$ cat config.mk
export PLATFORM = sky130hd
export DESIGN_NAME = sigmoid_pipe
export DESIGN_NICKNAME = d
export VERILOG_FILES = /design/src/rtl/sigmoid_pipe.sv
export SDC_FILE = /design/constraint.sdc
export NUM_CORES = 1
export LEC_CHECK = 0
export CORE_MARGIN = 3
export CORE_UTILIZATION = 50
export DETAILED_ROUTE_END_ITERATION = 12
export GPL_ROUTABILITY_DRIVEN = 0
export GPL_TIMING_DRIVEN = 0
export PLACE_DENSITY = 0.68
export SYNTH_ARGS = -nofsm -noshare
export SYNTH_HDL_FRONTEND = slang
export SYNTH_SLANG_ARGS = --single-unit
$ cat constraint.sdc
create_clock -name clk -period 22.8 [get_ports clk]
set_input_delay 3.42 -clock clk [delete_from_list [all_inputs] [get_ports clk]]
set_output_delay 3.42 -clock clk [all_outputs]
set_load 0.05 [all_outputs]
$ cat src/rtl/sigmoid_pipe.sv
// Three-stage pipelined sigmoid: decode, 65-entry ROM read, linear interpolation with symmetric fold.
// A single global stall (adv) freezes every stage when the output is held by the consumer.
module sigmoid_pipe #(
  parameter int IN_W   = 22,
  parameter int FRAC_W = 10
) (
  input  logic              clk,
  input  logic              rst,
  input  logic              in_valid,
  output logic              in_ready,
  input  logic [IN_W-1:0]   suma,
  input  logic              predznak,
  output logic              out_valid,
  input  logic              out_ready,
  output logic [15:0]       vjerojatnost
);

  localparam int FW = FRAC_W - 3;

  // round(65536 / (1 + exp(-i/8))), i = 0..64
  localparam logic [15:0] LUT [0:64] = '{
    16'd32768, 16'd34813, 16'd36843, 16'd38841, 16'd40793, 16'd42687, 16'd44511, 16'd46254,
    16'd47911, 16'd49474, 16'd50941, 16'd52310, 16'd53581, 16'd54754, 16'd55834, 16'd56822,
    16'd57724, 16'd58544, 16'd59287, 16'd59959, 16'd60565, 16'd61109, 16'd61598, 16'd62036,
    16'd62428, 16'd62778, 16'd63090, 16'd63368, 16'd63615, 16'd63835, 16'd64030, 16'd64203,
    16'd64357, 16'd64494, 16'd64614, 16'd64721, 16'd64816, 16'd64900, 16'd64974, 16'd65039,
    16'd65097, 16'd65149, 16'd65194, 16'd65234, 16'd65269, 16'd65300, 16'd65328, 16'd65352,
    16'd65374, 16'd65393, 16'd65410, 16'd65425, 16'd65438, 16'd65449, 16'd65459, 16'd65468,
    16'd65476, 16'd65483, 16'd65489, 16'd65495, 16'd65500, 16'd65504, 16'd65508, 16'd65511,
    16'd65514
  };

  logic adv;
  logic v1, v2, v3;

  logic          s1_sat;
  logic [5:0]    s1_idx;
  logic [FW-1:0] s1_f;
  logic          s1_neg;

  logic [15:0]   s2_a;
  logic [15:0]   s2_b;
  logic [FW-1:0] s2_f;
  logic          s2_neg;

  assign adv       = ~v3 | out_ready;
  assign in_ready  = adv;
  assign out_valid = v3;

  // Stage 1 decode: bits above the LUT range only flag saturation.
  logic          d_sat;
  logic [5:0]    d_idx;
  logic [FW-1:0] d_f;

  assign d_sat = |suma[IN_W-1:FRAC_W+3];
  assign d_idx = suma[FRAC_W+2:FRAC_W-3];
  assign d_f   = suma[FRAC_W-4:0];

  // Stage 2 ROM read; idx tops out at 63, so idx+1 never leaves the table.
  logic [6:0]    lo_idx;
  logic [6:0]    hi_idx;
  logic [15:0]   rom_a;
  logic [15:0]   rom_b;
  logic [FW-1:0] rom_f;

  assign lo_idx = {1'b0, s1_idx};
  assign hi_idx = lo_idx + 7'd1;
  assign rom_a  = s1_sat ? LUT[64] : LUT[lo_idx];
  assign rom_b  = LUT[hi_idx];
  assign rom_f  = s1_sat ? '0 : s1_f;

  // Stage 3: p = a + floor((b-a)*f / 2^FW) stays within [a, b], so 16 bits suffice.
  // Folding 65536 - p modulo 2^16 is the two's complement of p; p is never 0.
  logic [15:0] diff;
  logic [15:0] p;
  logic [15:0] folded;

  assign diff   = s2_b - s2_a;
  assign p      = s2_a + 16'(({{FW{1'b0}}, diff} * {16'd0, s2_f}) >> FW);
  assign folded = s2_neg ? (~p + 16'd1) : p;

  // NOTE: non-blocking assignments let each stage capture its predecessor's pre-edge value.
  always_ff @(posedge clk) begin
    if (rst) begin
      v1           <= 1'b0;
      v2           <= 1'b0;
      v3           <= 1'b0;
      vjerojatnost <= '0;
    end else if (adv) begin
      v1 <= in_valid;
      v2 <= v1;
      v3 <= v2;
      if (v2) vjerojatnost <= folded;
    end
  end

  // NOTE: payload registers have no reset; the valid bits alone say whether they hold a sample.
  always_ff @(posedge clk) begin
    if (adv) begin
      s1_sat <= d_sat;
      s1_idx <= d_idx;
      s1_f   <= d_f;
      s1_neg <= predznak;
      s2_a   <= rom_a;
      s2_b   <= rom_b;
      s2_f   <= rom_f;
      s2_neg <= s1_neg;
    end
  end

endmodule

==> run_results.csv <==
group,metric,value,unit
run_status,status,"complete, no violations",
yosys,synthesis.area,10120,µm²
route,wl_per_cell,18.80,µm
setup_path,critical_path_arrival,9.91,ns
pwr,p_leak,4.853,nW
cts,hold_buffers,0,
final_layout,fin_cells,1545,
global_routing,grt_pass1_vias,9202,
route,drc,0,
die,core,19650,µm²
sta,tightest_slew,0.9107,ns
yosys,yosys_warnings,0,
setup_path,reg2reg_from,"s2_a[1]",
cts,cts-root-buf,"clkbuf_16",
place,place_inst,1529,
pwr,p_int,336.6,µW
setup_path,reg2reg_slack,13.10,ns
hold_path,whs_path_depth,2,
yosys,synth_cells,1221,
setup_path,critPathKind,"flip-flop to flip-flop",
sta,layout_worst_path_cycle_share,42.52,%
pwr,power_frac_comb,50.0,%
final_layout,syn_to_final_growth,10.36,%
final_layout,nets,1463,
route,firstDrtPassIters,9,
place,portBuffers,43,
cts,htree_levels,3,
pwr,p_total,591.7,µW
cts,clk_pin_slew,0.07,ns
yosys,synth_fp_nets,1409,
sta,period_needed,9.695,ns
cts,postCtsSetupBuffers,0,
sta,max_clock_freq,103.1,MHz
setup_path,slowest_stage,"or4_4",
cts,clockBufferDepth,2,
cts,insertion_delay,0.35,ns
yosys,synth.distinct_cells,72,
final_layout,drive_gt1_share,3.438,%
place,dpl.hpwl,22.30,mm
hold_path,min_path_type,"flip-flop to flip-flop",
yosys,synth_area_leader_cell,"edfxtp_1",
cts,cts_tree,"done",
pwr,p_per_area,52.97,nW/µm²
final_layout,n_antenna_cell,0,
global_routing,grt_usage,26.79,%
yosys,ys.flop_type,"edfxtp_1",
pwr,switching_share,43.12,%
final_layout,n_fill_cell,1861,
setup_path,cpPeakStageDelay,0.60,ns
route,antenna_left,0,
yosys,async_flop_share,0,%
setup_path,reg2reg_depth,37,
final_layout,final_cell_mix,"nand2_1, inv_1, a21oi_1",
sta,fin_tns_setup,0,ns
route,drt_iter0_drc,1141,
sta,setup_viol,0,
hold_path,hold_start,"vjerojatnost[7]",
yosys,yosysSeqAreaShare,19.48,%
die,die-area,21990,µm²
die,die_h,148.3,µm
die,io_pins,45,
die,core.rowCount,51,
cts,numCtsBuffers,9,
yosys,ys_seq_elements,72,
cts,cts_resized,0,
pwr,clock_power_share,23.3,%
yosys,syn_area_per_cell,8.291,µm²
global_routing,antenna_found_initial,0,
final_layout,post-route-cell-area,11170,µm²
sta,slew_headroom,38.85,%
yosys,synth_top_cell_area_share,15.72,%
global_routing,grt-ovfl-total,0,
pwr,p_sw,255.1,µW
setup_path,end_kind,"flip-flop",
route,routed_wl,29.05,mm
sta,hold_viol_final,0,
sta,hold_ws,0.4553,ns
setup_path,r2r-end,"vjerojatnost[15]",
route,dr_total_vias,9416,
hold_path,holdPathEnd,"vjerojatnost[7]",
sta,slew_violations,0,
place,placed_area,10890,µm²
die,start_util,51.51,%
setup_path,path_max_fanout,7,
setup_path,critical_path.top_delay_family,"compound AO/OA/AOI/OAI gates",
yosys,synth_edf_count,53,
cts,cts_num_sinks,72,
setup_path,crit_buf_inv,4,
die,dieWidth,148.3,µm
global_routing,grt_pass1_wl,47.62,mm
pwr,vdd_ir_drop_max,0.00003646,V
run,cap_violations,0,
pwr,p_seq_share,26.6,%
sta,clock_skew,0.01186,ns
sta,rsz0062_at_grt,"no",
setup_path,worstPathRequired,23.02,ns
global_routing,grt_max_degree,61,
setup_path,worstSetupStartpointType,"flip-flop",
final_layout,final_common_cell,"nand2_1",
yosys,synth.top_cells.by_area,"edfxtp_1, fa_1, ha_1",
route,vias_per_cell,6.094,
## stage by stage
stage               setup WS, ns  util (%)
global route               12.39     56.84
detailed placement         13.16     55.40
finish                     13.10     56.84
floorplan                  13.87         -
CTS                        13.11     56.84
global placement           11.84     55.39
## power groups by stage
stage | Clock (mW) | Sequential (mW) | Combinational, mW
detailed placement | 0 | 0.161 | 0.290
CTS | 0.141 | 0.158 | 0.292
global route | 0.146 | 0.159 | 0.327
floorplan | 0 | 0.165 | 0.209
finish | 0.138 | 0.158 | 0.296
global placement | 0 | 0.160 | 0.288
## per-layer routing
layer | vias to the layer above | GRT usage (%) | part of all wire, % | wire, µm
met5 | - | 0 | 0 | 0
met4 | 0 | 9.238 | 4.0 | 1167
met3 | 125 | 4.083 | 8.1 | 2342
met2 | 510 | 44.62 | 47 | 13600
met1 | 4401 | 35.76 | 41 | 11950
li1 | 4380 | - | - | -
## Yosys cell counts, drive strengths merged (5+ instances only)
| cell | instances |
|---|---|
| nand2 | 120 |
| inv | 99 |
| a21oi | 95 |
| nor2 | 92 |
| ha | 91 |
| o21ai | 78 |
| fa | 70 |
| and2 | 69 |
| clkbuf | 60 |
| edfxtp | 53 |
| xnor2 | 32 |
| a211oi | 29 |
| nand2b | 29 |
| nor2b | 27 |
| xor2 | 20 |
| dfxtp | 19 |
| nor3 | 19 |
| a31oi | 17 |
| nand3 | 17 |
| o211ai | 15 |
| a21o | 14 |
| mux2i | 13 |
| buf | 12 |
| o21a | 9 |
| nor3b | 8 |
| o311ai | 8 |
| a21boi | 7 |
| a221oi | 7 |
| a311oi | 7 |
| and3 | 6 |
| mux4 | 5 |
| o31ai | 5 |
## area by class of cell
class | instances | area, µm² | area share (%)
Multi-Input combinational cell | 978 | 7508 | 67.21
Sequential cell | 72 | 1972 | 17.65
Timing Repair Buffer | 43 | 430.4 | 3.853
Inverter | 99 | 371.6 | 3.326
Tap cell | 265 | 331.6 | 2.968
Buffer | 72 | 275.3 | 2.464
Clock buffer | 9 | 225.2 | 2.016
Clock inverter | 7 | 57.56 | 0.5152
## registers in the layout, indices dropped and copies added, names as in the netlist
signal	count
s1_f	7
s2_a	15
s1_idx	6
s1_sat	1
vjerojatnost	16
out_valid	1
v2	1
s2_f	7
s2_b	15
s1_neg	1
v1	1
s2_neg	1
## worst max-delay path by stage
stage | slack (ns) | startpoint | to | cells past startpoint
global route | 12.39 | s2_a[1] | vjerojatnost[15] | 37
detailed placement | 13.16 | s2_a[1] | vjerojatnost[15] | 37
finish | 13.10 | s2_a[1] | vjerojatnost[15] | 37
CTS | 13.11 | s2_a[1] | vjerojatnost[15] | 37
global placement | 11.84 | out_ready | in_ready | 4
floorplan | 13.87 | out_ready | in_ready | 2
## cell families (layout without fill, tap and decap cells)
kind of cell    after synthesis  in the layout  share of synthesized area [%]
xor+xnor                     52             52                          4.499
flops                        72             72                          19.48
fa+ha+maj                   161            161                          25.09
mux                          20             20                          2.620
compound gates              334            334                          21.89
simple gates                411            411                          20.07
buf+inv                     171            230                          6.353
## tightest hold or removal path, delay by kind of cell, from the launching register on
kind | cells | cell delay (ns)
DFF | 1 | 0.31
and+or+nand+nor | 1 | 0.05
AOI/OAI and AO/OA | 1 | 0.05
No activity file was read; power rests on OpenSTA's default activity.
